$ cat src/rtl/alu_sched_pkg.sv
// Shared types and constants for the ALU operation scheduler.
// Request/response bundles and the in-flight tracking entry.
package alu_sched_pkg;

    localparam int TAG_W       = 4;
    localparam int ALU_LATENCY = 2;

    typedef enum logic {
        OP_MUL = 1'b0,
        OP_ADD = 1'b1
    } op_e;

    typedef struct packed {
        logic [7:0]       a;
        logic [7:0]       b;
        op_e              op;
        logic [TAG_W-1:0] tag;
    } req_t;

    typedef struct packed {
        logic [15:0]      data;
        logic [TAG_W-1:0] tag;
        op_e              op;
    } rsp_t;

    typedef struct packed {
        logic             v;
        logic [TAG_W-1:0] tag;
        op_e              op;
    } flight_t;

endpackage

$ cat src/rtl/alu_sched_fifo.sv
// Synchronous FIFO with full/empty/count; push when full and pop
// when empty are ignored. Depth must be a power of two.
module alu_sched_fifo #(
    parameter int W     = 8,
    parameter int DEPTH = 4
) (
    input  logic                   clk,
    input  logic                   reset,
    input  logic                   push,
    input  logic [W-1:0]           wdata,
    input  logic                   pop,
    output logic [W-1:0]           rdata,
    output logic                   full,
    output logic                   empty,
    output logic [$clog2(DEPTH):0] count
);

    localparam int AW = $clog2(DEPTH);

    logic [W-1:0]  mem_q [DEPTH];
    logic [AW-1:0] wptr_q, wptr_d;
    logic [AW-1:0] rptr_q, rptr_d;
    logic [AW:0]   cnt_q, cnt_d;
    logic          do_push, do_pop;

    always_comb begin
        full    = (cnt_q == (AW+1)'(DEPTH));
        empty   = (cnt_q == '0);
        count   = cnt_q;
        rdata   = mem_q[rptr_q];
        do_push = push & ~full;
        do_pop  = pop & ~empty;
        wptr_d  = wptr_q + AW'(do_push);
        rptr_d  = rptr_q + AW'(do_pop);
        cnt_d   = cnt_q + (AW+1)'(do_push) - (AW+1)'(do_pop);
    end

    always_ff @(posedge clk) begin
        if (reset) begin
            wptr_q <= '0;
            rptr_q <= '0;
            cnt_q  <= '0;
        end else begin
            wptr_q <= wptr_d;
            rptr_q <= rptr_d;
            cnt_q  <= cnt_d;
        end
    end

    // Storage needs no reset: only entries covered by count are read.
    always_ff @(posedge clk) begin
        if (do_push) begin
            mem_q[wptr_q] <= wdata;
        end
    end

endmodule

$ cat src/rtl/alu_op_scheduler.sv
// Queues tagged add/multiply requests, issues them to the ALU and
// returns results in order with credit-based response flow control.
module alu_op_scheduler
    import alu_sched_pkg::*;
#(
    parameter int REQ_DEPTH = 4,
    parameter int RSP_DEPTH = 4
) (
    input  logic             i_clk,
    input  logic             i_reset,
    input  logic             i_req_valid,
    output logic             o_req_ready,
    input  logic [7:0]       i_req_a,
    input  logic [7:0]       i_req_b,
    input  logic             i_req_op,
    input  logic [TAG_W-1:0] i_req_tag,
    output logic [7:0]       o_alu_data_A,
    output logic [7:0]       o_alu_data_B,
    output logic             o_alu_sel_op,
    input  logic [15:0]      i_alu_data,
    output logic             o_rsp_valid,
    input  logic             i_rsp_ready,
    output logic [15:0]      o_rsp_data,
    output logic [TAG_W-1:0] o_rsp_tag,
    output logic             o_rsp_op,
    output logic             o_busy,
    output logic [15:0]      o_issued_cnt
);

    localparam int RQ_CW = $clog2(REQ_DEPTH) + 1;
    localparam int RS_CW = $clog2(RSP_DEPTH) + 1;

    req_t             req_wdata, req_head;
    rsp_t             rsp_wdata, rsp_head;
    logic             req_full, req_empty, req_push;
    logic             rsp_full, rsp_empty, rsp_push, rsp_pop;
    logic [RQ_CW-1:0] req_count;
    logic [RS_CW-1:0] rsp_count;
    logic             issue, inflight_any;
    int               inflight;

    flight_t [ALU_LATENCY-1:0] pipe_q, pipe_d;
    logic [7:0]  a_q, a_d, b_q, b_d;
    logic        sel_q, sel_d;
    logic [15:0] cnt_q, cnt_d;

    always_comb begin
        req_wdata = '{a: i_req_a, b: i_req_b,
                      op: op_e'(i_req_op), tag: i_req_tag};
        req_push  = i_req_valid & ~req_full;
        inflight  = 0;
        for (int i = 0; i < ALU_LATENCY; i++) begin
            inflight = inflight + int'(pipe_q[i].v);
        end
        inflight_any = (inflight != 0);
        // Credits: results already queued plus those still in the ALU.
        issue = (req_count != '0) &&
                ((int'(rsp_count) + inflight) < RSP_DEPTH);

        pipe_d[0] = '0;
        a_d   = '0;
        b_d   = '0;
        sel_d = 1'b0;
        if (issue) begin
            pipe_d[0] = '{v: 1'b1, tag: req_head.tag, op: req_head.op};
            a_d   = req_head.a;
            b_d   = req_head.b;
            sel_d = req_head.op;
        end
        for (int i = 1; i < ALU_LATENCY; i++) begin
            pipe_d[i] = pipe_q[i-1];
        end
        cnt_d = cnt_q + 16'(issue);

        rsp_push  = pipe_q[ALU_LATENCY-1].v & ~rsp_full;
        rsp_wdata = '{data: i_alu_data,
                      tag: pipe_q[ALU_LATENCY-1].tag,
                      op: pipe_q[ALU_LATENCY-1].op};
        rsp_pop   = i_rsp_ready & ~rsp_empty;
    end

    always_ff @(posedge i_clk) begin
        if (i_reset) begin
            pipe_q <= '0;
            a_q    <= '0;
            b_q    <= '0;
            sel_q  <= 1'b0;
            cnt_q  <= '0;
        end else begin
            pipe_q <= pipe_d;
            a_q    <= a_d;
            b_q    <= b_d;
            sel_q  <= sel_d;
            cnt_q  <= cnt_d;
        end
    end

    alu_sched_fifo #(.W($bits(req_t)), .DEPTH(REQ_DEPTH)) u_req_fifo (
        .clk   (i_clk),
        .reset (i_reset),
        .push  (req_push),
        .wdata (req_wdata),
        .pop   (issue),
        .rdata (req_head),
        .full  (req_full),
        .empty (req_empty),
        .count (req_count)
    );

    alu_sched_fifo #(.W($bits(rsp_t)), .DEPTH(RSP_DEPTH)) u_rsp_fifo (
        .clk   (i_clk),
        .reset (i_reset),
        .push  (rsp_push),
        .wdata (rsp_wdata),
        .pop   (rsp_pop),
        .rdata (rsp_head),
        .full  (rsp_full),
        .empty (rsp_empty),
        .count (rsp_count)
    );

    always_comb begin
        o_req_ready  = ~req_full;
        o_alu_data_A = a_q;
        o_alu_data_B = b_q;
        o_alu_sel_op = sel_q;
        o_rsp_valid  = ~rsp_empty;
        o_rsp_data   = rsp_empty ? '0 : rsp_head.data;
        o_rsp_tag    = rsp_empty ? '0 : rsp_head.tag;
        o_rsp_op     = rsp_empty ? 1'b0 : rsp_head.op;
        o_busy       = ~req_empty | inflight_any | ~rsp_empty;
        o_issued_cnt = cnt_q;
    end

endmodule

$ cat config.mk
export PLATFORM = sky130hd
export DESIGN_NAME = alu_op_scheduler
export DESIGN_NICKNAME = d
export VERILOG_FILES = /design/src/rtl/alu_sched_pkg.sv /design/src/rtl/alu_sched_fifo.sv /design/src/rtl/alu_op_scheduler.sv
export SDC_FILE = /design/constraint.sdc
export NUM_CORES = 1
export LEC_CHECK = 0
export BUFFER_PORTS_ARGS = -buffer_cell sky130_fd_sc_hd__buf_2
export CORE_UTILIZATION = 50
export CTS_BUF_LIST = sky130_fd_sc_hd__clkbuf_8 sky130_fd_sc_hd__clkbuf_16
export DETAILED_ROUTE_END_ITERATION = 12
export PLACE_DENSITY = 0.68
export SLEW_MARGIN = 20
export SYNTH_ARGS = -nofsm -noshare
export SYNTH_HDL_FRONTEND = slang
export SYNTH_HIERARCHICAL = 1
export SYNTH_SLANG_ARGS = --single-unit
$ cat constraint.sdc
create_clock -name i_clk -period 4 [get_ports i_clk]
set_clock_uncertainty 0.1 [all_clocks]
set_input_delay 0.2 -clock i_clk [delete_from_list [all_inputs] [get_ports i_clk]]
set_output_delay 0.2 -clock i_clk [all_outputs]
set_load 0.05 [all_outputs]
# [After elaboration in Yosys (flattened, before gate mapping)]
# Memories as Yosys holds them, arrays and structs flattened. A register that Yosys moved wholly into a read port is not among the register bits.
# Index checks and enable logic that the tools add are counted.
# Widths: inputs -> output; s select.
[classes] n_eq_ne=2 n_lt_le_gt_ge=1 bitwise=14 add_sub_neg=11 n_reduce_logical=6 mux=10
[ops] operator="$reduce_bool 32->1" n=1
[ops] operator="$add 16x1->16" n=1
[ops] operator="$mux 16" n=1
[ops] operator="$add 2x1->2" n=4
[ops] operator="$and 1x1->1" n=7
[ops] operator="$add 3x1->3" n=2
[ops] operator="$eq 3x3->1 const B" n=2
[ops] operator="$logic_not 3->1" n=2
[ops] operator="$mux 6" n=1
[ops] operator="$sub 3x1->3" n=2
[ops] operator="$mux 1" n=5
[ops] operator="$not 1->1" n=5
[ops] operator="$add 3x2->4" n=1
[ops] operator="$lt 4x3->1 const B" n=1
[ops] operator="$mux 2" n=2
[ops] operator="$mux 4" n=1
[ops] operator="$reduce_bool 3->1" n=1
[ops] operator="$add 1x1->2" n=1
[ops] operator="$or 1x1->1" n=2
[ops] operator="$reduce_or 2->1" n=1
[ops] operator="$logic_and 1x1->1" n=1
[word_totals] n_memories=2 ramBits=168 output_inout_bits=57 reg_bits=58
[mem_list] name="u_req_fifo.mem_q" depth=4 word_bits=21 rd=1 rd_clocked_by_memory_dff=1 write_ports=1 line_no="alu_sched_fifo.sv:20" text="logic [W-1:0] mem_q [DEPTH];"
[mem_list] name="u_rsp_fifo.mem_q" depth=4 word_bits=21 rd=1 rd_clocked_by_memory_dff=1 write_ports=1 line_no="alu_sched_fifo.sv:20"

# [Longest topological paths before layout]
# Gate-level depths: netlist (run 1).
[depth] word_depth=7 depth_mapped=11

# [By module]
# Netlist (run 1), hierarchy kept.
[by_module_without_submodules] mod="alu_sched_fifo" cells_per_inst=145 seq_area_each_um2=2662.6 area_per_inst_um2=3403.3 n_inst=2
[by_module_without_submodules] mod="alu_op_scheduler" cells_per_inst=176 seq_area_each_um2=880.8 area_per_inst_um2=1720.4 n_inst=1

# [Worst setup path after synthesis (run 1)]
# Ideal clock, no wire load.
[synth_timing] kind="reg2reg" startpoint="reg u_req_fifo.cnt_q[1] (netlist: u_req_fifo/count[1])" endpoint="mem u_req_fifo/mem_q[1][0] (netlist bit) (enable)" stages_incl_launch_ff=5 synth_period_minus_slack_ps=2959 n_path_buf=0 arrival_time_ps=2428 setup_slack_ps=1041 cell_sequence="dfxtp_1 -> nor3b_2 -> nor2b_1 -> nand2b_4 -> nor3b_1"
[synth_between] elab_chain_cells=6
[synth_lines] element="start, declared" line_no="alu_sched_fifo.sv:23" text="logic [AW:0] cnt_q, cnt_d;"
[synth_lines] element="start signal, assigned" line_no="alu_sched_fifo.sv:46" text="cnt_q <= cnt_d;"
[synth_lines] element="$eq 3x3->1" line_no="alu_sched_fifo.sv:27" text="full = (cnt_q == (AW+1)'(DEPTH));"
[synth_lines] element="via req_full" line_no="alu_op_scheduler.sv:35" text="logic req_full, req_empty, req_push;"
[synth_lines] element="$not 1->1" line_no="alu_op_scheduler.sv:50" text="req_push = i_req_valid & ~req_full;"
[synth_lines] element="$and 1x1->1" line_no="alu_op_scheduler.sv:50"
[synth_lines] element="via req_push" line_no="alu_op_scheduler.sv:35"
[synth_lines] element="$and 1x1->1" line_no="alu_sched_fifo.sv:31" text="do_push = push & ~full;"
[synth_lines] element="$mux 1" line_no="alu_sched_fifo.sv:52" text="if (do_push) begin"
[synth_lines] element="$mux 1 (not written as such)" line_no="alu_sched_fifo.sv:53" text="mem_q[wptr_q] <= wdata;"
[synth_lines] element="end, declared" line_no="alu_sched_fifo.sv:20"
# The timed path passes the listed nets, and every way through them passes these cells.

# [Final worst setup path (run 1)]
[layout_timing] startpoint="reg pipe_q[11] (netlist bit)" endpoint="reg cnt_q[14] (netlist: o_issued_cnt[14])"
[layout_between] elab_chain_cells=5
[layout_lines] element="start, declared" line_no="alu_op_scheduler.sv:42" text="flight_t [ALU_LATENCY-1:0] pipe_q, pipe_d;"
[layout_lines] element="start signal, assigned" line_no="alu_op_scheduler.sv:90" text="pipe_q <= pipe_d;"
[layout_lines] element="$add 1x1->2" line_no="alu_op_scheduler.sv:53" text="inflight = inflight + int'(pipe_q[i].v);"
[layout_lines] element="$add 3x2->4" line_no="alu_op_scheduler.sv:58" text="((int'(rsp_count) + inflight) < RSP_DEPTH);"
[layout_lines] element="$lt 4x3->1" line_no="alu_op_scheduler.sv:58"
[layout_lines] element="$logic_and 1x1->1" line_no="alu_op_scheduler.sv:57" text="issue = (req_count != '0) &&"
[layout_lines] element="via issue" line_no="alu_op_scheduler.sv:39" text="logic issue, inflight_any;"
[layout_lines] element="$add 16x1->16" line_no="alu_op_scheduler.sv:73" text="cnt_d = cnt_q + 16'(issue);"
[layout_lines] element="end signal, assigned" line_no="alu_op_scheduler.sv:94" text="cnt_q <= cnt_d;"
[layout_lines] element="end, declared" line_no="alu_op_scheduler.sv:45" text="logic [15:0] cnt_q, cnt_d;"
# The timed path passes the listed nets, and every way through them passes these cells.
# A chain may end at the register's enable or synchronous reset.

==> results of run 1 <==
[synthesized netlist by cell type, types with 3 or more instances]
cell        n
dfxtp_1    58
edfxtp_1  168
and2_1     21
and3_1      3
nand2b_1    4
clkbuf_1    5
mux4_2     42
nor2_1     24
xor2_1      6
nand2_1     3
nor3_1      8
xnor2_1    14
buf_2       5
nand3_1     6
inv_1       8
nor2b_1    38
a21oi_1     4
buf_6       6
nor3b_1     4
ha_1        9
[registers in the layout, indices dropped and copies added (netlist names)]
signal and count:
o_alu_data_A 8, o_alu_data_B 8, o_alu_sel_op 1, o_issued_cnt 16
pipe_d 5, pipe_q 6, u_req_fifo/count 3, u_req_fifo/mem_q 84
u_req_fifo/rptr_q 2, u_req_fifo/wptr_q 2, u_rsp_fifo/count 3, u_rsp_fifo/mem_q 84
u_rsp_fifo/rptr_q 2, u_rsp_fifo/wptr_q 2
[repair_timing]
item	4_1_cts	5_1_grt
hold buffers	37	0
resized for setup	0	0
endpoints found under the hold margin	148	0
setup buffers	0	0
[placed cells by master, fill, tap and decap left out, drive strengths merged]
| cell type | n |
|---|---|
| a211oi | 1 |
| a21oi | 4 |
| a31o | 3 |
| and2 | 21 |
| and3 | 3 |
| buf | 106 |
| bufinv | 1 |
| clkbuf | 27 |
| clkinv | 4 |
| dfxtp | 58 |
| dlygate4sd3 | 37 |
| edfxtp | 168 |
| fa | 2 |
| ha | 9 |
| inv | 18 |
| mux2 | 1 |
| mux4 | 42 |
| nand2 | 4 |
| nand2b | 6 |
| nand3 | 9 |
| nor2 | 24 |
| nor2b | 38 |
| nor3 | 8 |
| nor3b | 6 |
| nor4 | 4 |
| o21ai | 2 |
| o311ai | 2 |
| o31ai | 2 |
| or3 | 2 |
| xnor2 | 14 |
| xor2 | 6 |
[area by class of cell]
| class | count | area, um2 | area share |
|---|---|---|---|
| well taps | 220 | 275 | 0.0266 |
| repair buffers | 143 | 923 | 0.0891 |
| clock buffers | 27 | 631 | 0.0609 |
| flip-flops and latches | 226 | 6210 | 0.600 |
| inverters | 10 | 37.5 | 0.00362 |
| clock inverters | 13 | 78.8 | 0.00761 |
| multi-input cells | 213 | 2200 | 0.213 |
[critical path: cells and delay by family, from the launching register on]
kind            cells  cell delay, ns
flops               1            0.32
fa+ha+maj           4            1.02
compound gates      2            0.37
simple gates        4            1.08
[cell families after synthesis]
kind of cell,count (synthesis),synth area share
simple gates,125,0.0905
buf+inv,27,0.0180
mux,43,0.113
xor+xnor,20,0.0205
compound gates,14,0.0125
fa+ha+maj,11,0.0179
flops,226,0.728
[metrics by stage]
stage	util	power, W	instances	setup WS [ns]
3_3_place_gp	0.557	0.00502	775	1.12
2_1_floorplan	-	0.00458	466	1.04
6_report	0.623	0.00698	852	1.03
3_5_place_dp	0.558	0.00505	775	1.01
4_1_cts	0.622	0.00707	852	1.01
5_1_grt	0.623	0.00727	852	0.803
[layer usage]
metal,vias to the layer above,global-route usage
met3,26,0.0310
met1,2160,0.210
met4,0,0.0524
met2,110,0.306
li1,2066,-
met5,-,0
[worst min path at each step]
stage                                    to  slack [ns]  depth (start not counted)
floorplan               u_req_fifo/count[0]        0.17                          1
detailed placement  u_rsp_fifo/mem_q[1][16]        0.32                          1
finish                 u_rsp_fifo/rptr_q[1]        0.13                          5
CTS                    u_rsp_fifo/rptr_q[1]        0.11                          5
global route           u_rsp_fifo/rptr_q[1]        0.14                          5
global placement    u_req_fifo/mem_q[0][20]        0.31                          1
[power breakdown]
part,internal (W),switching (W)
Clock,0.00117,0.000800
Combinational,0.000675,0.00126
Sequential,0.00284,0.000226
==> flow_summary.json, run 1 <==
{
  "synth.distinct_cells": 39,
  "diodes": 0,
  "grt.overflow.total": 0,
  "worstSetupEndpointType": "register",
  "worstMarginPinSlew_ns": 0.850,
  "leakage_nw": 3.74,
  "crit_slowest_cell": "nor4_2",
  "hold_ws_ns": 0.132,
  "io_buffer_count": 97,
  "clk_path_buf_depth": 3,
  "die_h_um": 133,
  "avgSynthCellArea_um2": 18.3,
  "worstSetupStartpoint": "pipe_q[11]",
  "synth_top_area_cell": "edfxtp_1",
  "period_needed_ns": 2.97,
  "drcViolationCount": 0,
  "synth_seq_cells": 226,
  "cp.required_ns": 4.28,
  "path_cells": "ha_1 > ha_1 > and3_1 > nor4_2 > ha_1 > ha_1 > nand2_1 > nor3_1 > a211oi_1 > a31o_2",
  "coreArea_mm2": 0.0166,
  "ff2ff_setup_slack_ns": 1.03,
  "synthTopCellsByArea": "edfxtp_1 59%, dfxtp_1 14%, mux4_2 11%",
  "row_count": 47,
  "path_clk_slew_ns": 0.06,
  "status": "completed",
  "slew-limit-headroom": 0.433,
  "dpl_cell_area_mm2": 0.00928,
  "synth_edf_count": 168,
  "io_pins": 98,
  "gp_congestion": 0.721,
  "setup_viol": 0,
  "vias": 4362,
  "post-route-period-util": 0.744,
  "synthCells": 466,
  "fill_cells": 1220,
  "grt_antenna_before_repair": 0,
  "r2r_cells": 10,
  "maxCapViolCount": 0,
  "reg2reg_to": "o_issued_cnt[14]",
  "wl_mm": 14.7,
  "syn-num-nets": 518,
  "synthesis.area_mm2": 0.00853,
  "worstSetupPathType": "reg2reg",
  "irDropWorstVdd_uv": 414,
  "dr.pass1.iters": 4,
  "grt_pass1_vias": 4713,
  "top_layer": "met4",
  "wl_met2_mm": 7.52,
  "fin_nets": 668,
  "ys_seq_area_frac": 0.728,
  "fmax_ghz": 0.336,
  "final_area_mm2": 0.0104,
  "hold_viol_final": 0,
  "final-max-slew-violation-count": 0,
  "grt_pass1_wl_mm": 23.5,
  "cts.sinks": 226,
  "htreeDepth": 1,
  "critPathMaxStageDelay_ns": 0.47,
  "grt_use_total": 0.171,
  "cts_buffers": 22,
  "synth_top_area_share": 0.592,
  "vias_per_cell": 5.12,
  "hp-class": "in2reg",
  "cp_max_fo": 5,
  "layout-drive-gt1-share": 0.332,
  "worstHoldStart": "i_rsp_ready",
  "areaGrowthSynthToFinish_pct": 21.5,
  "tritoncts": "done",
  "dieArea_mm2": 0.0176,
  "power_per_cell_area_mw_per_mm2": 674,
  "cp_data_arrival_time_ns": 3.26,
  "crit_path_start_kind": "register",
  "clk_latency_ns": 0.49,
  "initial_utilization": 0.512,
  "route.antenna.remaining_nets": 0,
  "timing.setup.tns_ns": 0,
  "cts_root_buf": "clkbuf_16",
  "rsz0062_at_grt": "no",
  "endpoint": "o_issued_cnt[14]",
  "cpMostUsedCell": "ha_1",
  "hpwl_mm": 8.78,
  "wirelength_met1_mm": 6.26,
  "wl_per_cell_um": 17.2,
  "first_iter_violations": 198,
  "die_x_um": 133,
  "met3WireLength_um": 572,
  "r2r-start": "pipe_q[11]",
  "grt_max_degree": 42,
  "synth_ff_type": "edfxtp_1",
  "ys_async_sr_fraction": 0,
  "synth_warnings": 6
}
Note: power is estimated with default switching activity, not from simulation.
==> inputs of run 2 (changes only) <==
Settings changed: PLACE_DENSITY 0.68 to 0.71.
Clock period 4 ns to 2.51 ns, I/O delays scaled along.
==> run 2 against run 1 <==
  * Design area rose by 4.6%
  * First-iteration DRC count down 16%
  * Critical path type unchanged
  * Largest power group unchanged
  * Wire length up 3.1%
  * Die area unchanged
  * Sequential share of layout area shrank 2.6 points
  * Highest routed layer unchanged
  * Largest cell class unchanged
  * Critical endpoint is now u_req_fifo/count[2]
  * Combinational power rose by 81%
==> flow_summary.json, run 2 (same netlist as run 1, synthesis figures left out) <==
{
  "status": "completed",
  "reg2reg_to": "u_req_fifo/count[2]",
  "die_h_um": 133,
  "io_pins": 98,
  "worstMarginPinSlew_ns": 0.535,
  "hold_viol_final": 0,
  "leakage_nw": 3.94,
  "htreeDepth": 1,
  "hpwl_mm": 9.33,
  "post-route-period-util": 0.995,
  "setup_viol": 0,
  "cts.sinks": 226,
  "ff2ff_setup_slack_ns": 0.01,
  "tritoncts": "done",
  "row_count": 47,
  "r2r-start": "pipe_d[11]",
  "final_cell_mix": "168 x edfxtp_1, 97 x buf_2, 53 x dfxtp_1, 42 x mux4_2",
  "vias_per_cell": 5.10,
  "cp_data_arrival_time_ns": 2.77,
  "grt_use_total": 0.183,
  "finalNonFillerCells": 880,
  "grt_max_degree": 28,
  "whs_endpoint": "u_rsp_fifo/rptr_q[1]",
  "vias": 4490,
  "die_x_um": 133,
  "crit_slowest_cell": "fa_2",
  "cts_buffers": 24,
  "grt_pass1_vias": 4897,
  "dieArea_mm2": 0.0176,
  "power_per_cell_area_mw_per_mm2": 1070,
  "slew-limit-headroom": 0.643,
  "worstHoldStart": "i_rsp_ready",
  "final-max-slew-violation-count": 0,
  "cp_max_fo": 2,
  "layout-drive-gt1-share": 0.382,
  "crit_path_start_kind": "register",
  "diodes": 0,
  "clk_latency_ns": 0.50,
  "io_buffer_count": 97,
  "route.antenna.remaining_nets": 0,
  "wl_per_cell_um": 17.2,
  "placed_cells": 797,
  "grt_pass1_wl_mm": 24.9,
  "clk_path_buf_depth": 3,
  "worstSetupPathType": "reg2reg",
  "initial_utilization": 0.512,
  "maxCapViolCount": 0,
  "hold_depth": 5,
  "critPathMaxStageDelay_ns": 0.35,
  "fmax_ghz": 0.400,
  "gp_congestion": 0.777,
  "grt.overflow.total": 0,
  "cp_num_buf_inv": 0,
  "final_area_mm2": 0.0108,
  "coreArea_mm2": 0.0166,
  "dr.pass1.iters": 4,
  "areaGrowthSynthToFinish_pct": 27.0,
  "wl_mm": 15.1,
  "r2r_cells": 11,
  "first_iter_violations": 166,
  "path_cells": "ha_4 > ha_4 > and3_4 > nor4_4 > o31ai_2 > xnor2_1 > ha_2 > fa_2 > xnor2_2 > xnor2_1 > nor2_1",
  "rsz0062_at_grt": "yes",
  "irDropWorstVdd_uv": 856,
  "fin_nets": 694,
  "hp-class": "in2reg",
  "cts_root_buf": "clkbuf_16",
  "drcViolationCount": 0,
  "worstSetupEndpointType": "register",
  "cp.required_ns": 2.78,
  "final_common_cell": "edfxtp_1",
  "dpl_cell_area_mm2": 0.00961,
  "grt_antenna_before_repair": 0,
  "crit_family": "adder cells",
  "path_clk_slew_ns": 0.06,
  "fill_cells": 1161,
  "period_needed_ns": 2.50
}
-- run 2: timing repair --
action,4_1_cts,5_1_grt
pin swaps,9,2
endpoints found under the setup margin,9,5
setup buffers,1,0
resized for setup,10,0
gates cloned,0,0
hold buffers,38,0
endpoints found under the hold margin,157,0
-- run 2: worst max-delay path by stage --
| stage | start | to | slack (ns) | depth (start not counted) |
|---|---|---|---|---|
| after floorplan | pipe_q[11] | u_req_fifo/count[2] | -0.02 | 11 |
| after global placement | pipe_q[11] | u_req_fifo/count[2] | -0.01 | 11 |
| after detailed placement | pipe_q[11] | u_req_fifo/count[2] | -0.12 | 11 |
| after CTS | pipe_d[11] | u_req_fifo/count[2] | 0.00009 | 11 |
| after global routing | pipe_d[11] | u_req_fifo/count[2] | -0.09 | 11 |
| final | pipe_d[11] | u_req_fifo/count[2] | 0.01 | 11 |
-- run 2: layer usage --
layer,global-route usage,vias to the layer above,wire length (um)
li1,-,2122,-
met1,0.217,2233,6240
met2,0.336,109,7900
met3,0.0356,26,618
met4,0.0536,0,371
met5,0,-,0
-- run 2: worst reg2reg max path, cell delays in order (launching register included) --
cell     delay, ns
dfxtp_2       0.34
ha_4          0.16
ha_4          0.20
and3_4        0.15
nor4_4        0.26
o31ai_2       0.14
xnor2_1       0.15
ha_2          0.19
fa_2          0.35
xnor2_2       0.16
xnor2_1       0.13
nor2_1        0.05
-- run 2: stage by stage --
stage	TNS [ns]	power, W	hold WS, ns	util	setup slack, ns
after detailed placement	-0.426	0.00829	0.240	0.577	-0.120
final	0	0.0116	0.0591	0.651	0.0129
after floorplan	-0.0153	0.00735	0.0897	-	-0.0153
after global routing	-0.103	0.0121	0.0860	0.651	-0.0943
after global placement	-0.0134	0.00822	0.234	0.577	-0.0134
after CTS	0	0.0118	0.0494	0.651	0.0000868
-- run 2: final cells by class --
type	count	area [um2]	share of cell area
flip-flops and latches	226	6210	0.574
multi-input cells	213	2370	0.219
repair buffers	167	1170	0.108
clock buffers	27	664	0.0613
well taps	220	275	0.0254
clock inverters	17	105	0.00970
inverters	10	37.5	0.00347
-- run 2: report_power, final --
part / total [W] / internal [W] / switching [W]
sequential: 0.00479 / 0.00453 / 0.000253
combinational: 0.00352 / 0.00129 / 0.00224
clock: 0.00332 / 0.00199 / 0.00133
total: 0.0116 / 0.00781 / 0.00382
==> inputs of run 3 (changes only) <==
Settings changed: SYNTH_HIERARCHICAL 1 to not set.
==> run 3 against run 2 <==
  * Maximum frequency increased by 1.6%
  * Global-route usage decreased by 0.40 points
  * Non-clock buffer count decreased by 3
  * Synthesized cell count decreased by 0.43%
  * Combinational power decreased by 3%
  * Flip-flop and latch count unchanged
  * Register-to-register slack improved by 0.04 ns
  * Setup slack improved by 0.039 ns
  * Cell count decreased by 0.91%
==> flow_summary.json, run 3 <==
{
  "period_needed_ns": 2.46,
  "wl_mm": 15.3,
  "setup_ws_ns": 0.0514,
  "final-max-slew-violation-count": 0,
  "clk_path_buf_depth": 3,
  "crit_path_start_kind": "register",
  "final_common_cell": "edfxtp_1",
  "cts.sinks": 226,
  "synth_edf_count": 168,
  "placed_cells": 789,
  "grt_pass1_wl_mm": 24.3,
  "post-route-period-util": 0.980,
  "cts_root_buf": "clkbuf_16",
  "ys_seq_area_frac": 0.736,
  "grt.overflow.total": 0,
  "fin_util": 0.650,
  "cts_buffers": 23,
  "ys_async_sr_fraction": 0,
  "irDropWorstVdd_uv": 730,
  "hpwl_mm": 8.99,
  "wl_per_cell_um": 17.5,
  "clk_latency_ns": 0.49,
  "synth_seq_cells": 226,
  "route.antenna.remaining_nets": 0,
  "dpl_cell_area_mm2": 0.00941,
  "row_count": 47,
  "worstMarginPinSlew_ns": 0.526,
  "initial_utilization": 0.511,
  "cp_data_arrival_time_ns": 2.73,
  "vias_per_cell": 5.19,
  "dr.pass1.iters": 5,
  "layout-drive-gt1-share": 0.371,
  "gp_congestion": 0.718,
  "setup_viol": 0,
  "synthesis.area_mm2": 0.00844,
  "drcViolationCount": 0,
  "io_pins": 98,
  "fin_nets": 693,
  "power_per_cell_area_mw_per_mm2": 1080,
  "timing.setup.tns_ns": 0,
  "tritoncts": "done",
  "synth_ff_type": "edfxtp_1",
  "synthCells": 464,
  "synth_top_area_share": 0.598,
  "dieArea_mm2": 0.0174,
  "synth_warnings": 0,
  "coreArea_mm2": 0.0165,
  "grt_pass1_vias": 4799,
  "path_clk_slew_ns": 0.06,
  "cp_max_fo": 2,
  "grt_use_total": 0.179,
  "vias": 4529,
  "synth.distinct_cells": 35,
  "diodes": 0,
  "hold_depth": 4,
  "worstSetupPathType": "reg2reg",
  "final_area_mm2": 0.0107,
  "fmax_ghz": 0.407,
  "leakage_nw": 3.88,
  "synthTopCellsByArea": "edfxtp_1 60%, dfxtp_1 14%, mux4_2 11%",
  "first_iter_violations": 209,
  "synth_top_area_cell": "edfxtp_1",
  "yosysMostFrequentCell": "edfxtp_1",
  "hp-class": "in2reg",
  "r2r_cells": 11,
  "io_buffer_count": 97,
  "status": "completed",
  "areaGrowthSynthToFinish_pct": 27.2,
  "rsz0062_at_grt": "yes",
  "hold_viol_final": 0,
  "place_ws_ns": -0.0854,
  "final_cell_mix": "168 x edfxtp_1, 97 x buf_2, 54 x dfxtp_1, 42 x mux4_2, 40 x nor2b_1",
  "synth_common_cells": "168 x edfxtp_1, 58 x dfxtp_1, 42 x mux4_2, 40 x nor2b_1, 23 x and2_1",
  "slew-limit-headroom": 0.649,
  "finalNonFillerCells": 872,
  "maxCapViolCount": 0,
  "avgSynthCellArea_um2": 18.2,
  "die_x_um": 132,
  "syn-num-nets": 520,
  "grt_max_degree": 39,
  "worstSetupEndpointType": "register",
  "htreeDepth": 1,
  "die_h_um": 132,
  "cp.required_ns": 2.78,
  "grt_antenna_before_repair": 0
}
-- run 3: cell types whose count changed after synthesis, sizes merged, moves of 4 or more --
cell	previous run	this run
nor2	24	13
inv	10	17
nand2b	6	0
nand4	0	6
xor2	6	1
ha	9	13
nor3	8	4
or4	0	4
xnor2	14	10
-- run 3: critical path, stage by stage, from the launching register on --
cell	delay, ns
dfxtp_2	0.36
buf_6	0.10
inv_4	0.03
ha_4	0.21
a311oi_4	0.30
buf_4	0.16
and2_4	0.14
ha_4	0.19
inv_2	0.06
ha_4	0.13
fa_2	0.41
nor2b_1	0.13
-- run 3: path summary, 6_finish.rpt --
check / start / to / slack [ns]
setup / recovery: pipe_q[11] / u_req_fifo.count[1] / 0.05
hold / removal: i_rsp_ready / u_rsp_fifo.rptr_q[0] / 0.09
setup reg to reg: pipe_q[11] / u_req_fifo.count[1] / 0.05
hold reg to reg: pipe_d[7] / pipe_q[7] / 0.34
-- run 3: stage by stage --
stage                     power, W  hold slack, ns
after global placement     0.00790           0.236
after detailed placement   0.00798           0.244
after floorplan            0.00716           0.124
after CTS                   0.0116          0.0866
after global routing        0.0121           0.125
final                       0.0116          0.0853
-- run 3: layer usage --
metal / up-vias / share of wire / global-route usage
met5: - / 0 / 0
met1: 2269 / 0.40 / 0.204
met2: 103 / 0.54 / 0.337
met3: 32 / 0.039 / 0.0319
li1: 2125 / - / -
met4: 0 / 0.029 / 0.0588
-- run 3: layout make-up --
class                   instances  area, um2
fillers                      1152       5790
flip-flops and latches        226       6210
inverters                      17       66.3
clock buffers                  25        603
multi-input cells             205       2290
well taps                     220        275
repair buffers                164       1110
clock inverters                15        171
-- run 3: cells by family (layout without fill, tap and decap cells) --
| family | after synthesis | count (layout) | share of synthesized area |
|---|---|---|---|
| flip-flops | 226 | 226 | 0.736 |
| XOR/XNOR | 11 | 11 | 0.0114 |
| adder cells (fa/ha/maj) | 15 | 15 | 0.0240 |
| multiplexers | 45 | 45 | 0.116 |
| AO/OA/AOI/OAI | 18 | 18 | 0.0136 |
| buffers and inverters | 33 | 221 | 0.0162 |
| AND/OR/NAND/NOR | 116 | 116 | 0.0830 |
-- run 3: power by group --
| group | internal, W | switching [W] |
|---|---|---|
| combinational | 0.00134 | 0.00206 |
| clock | 0.00213 | 0.00131 |
| sequential | 0.00447 | 0.000239 |
-- run 3: what timing repair did --
item / 4_1_cts / 5_1_grt
hold buffers: 38 / 0
setup buffers: 4 / 1
pin swaps: 8 / 5
setup endpoints to repair: 13 / 11
gates resized for setup: 14 / 12
hold endpoints to repair: 149 / 0
cloned: 0 / 0
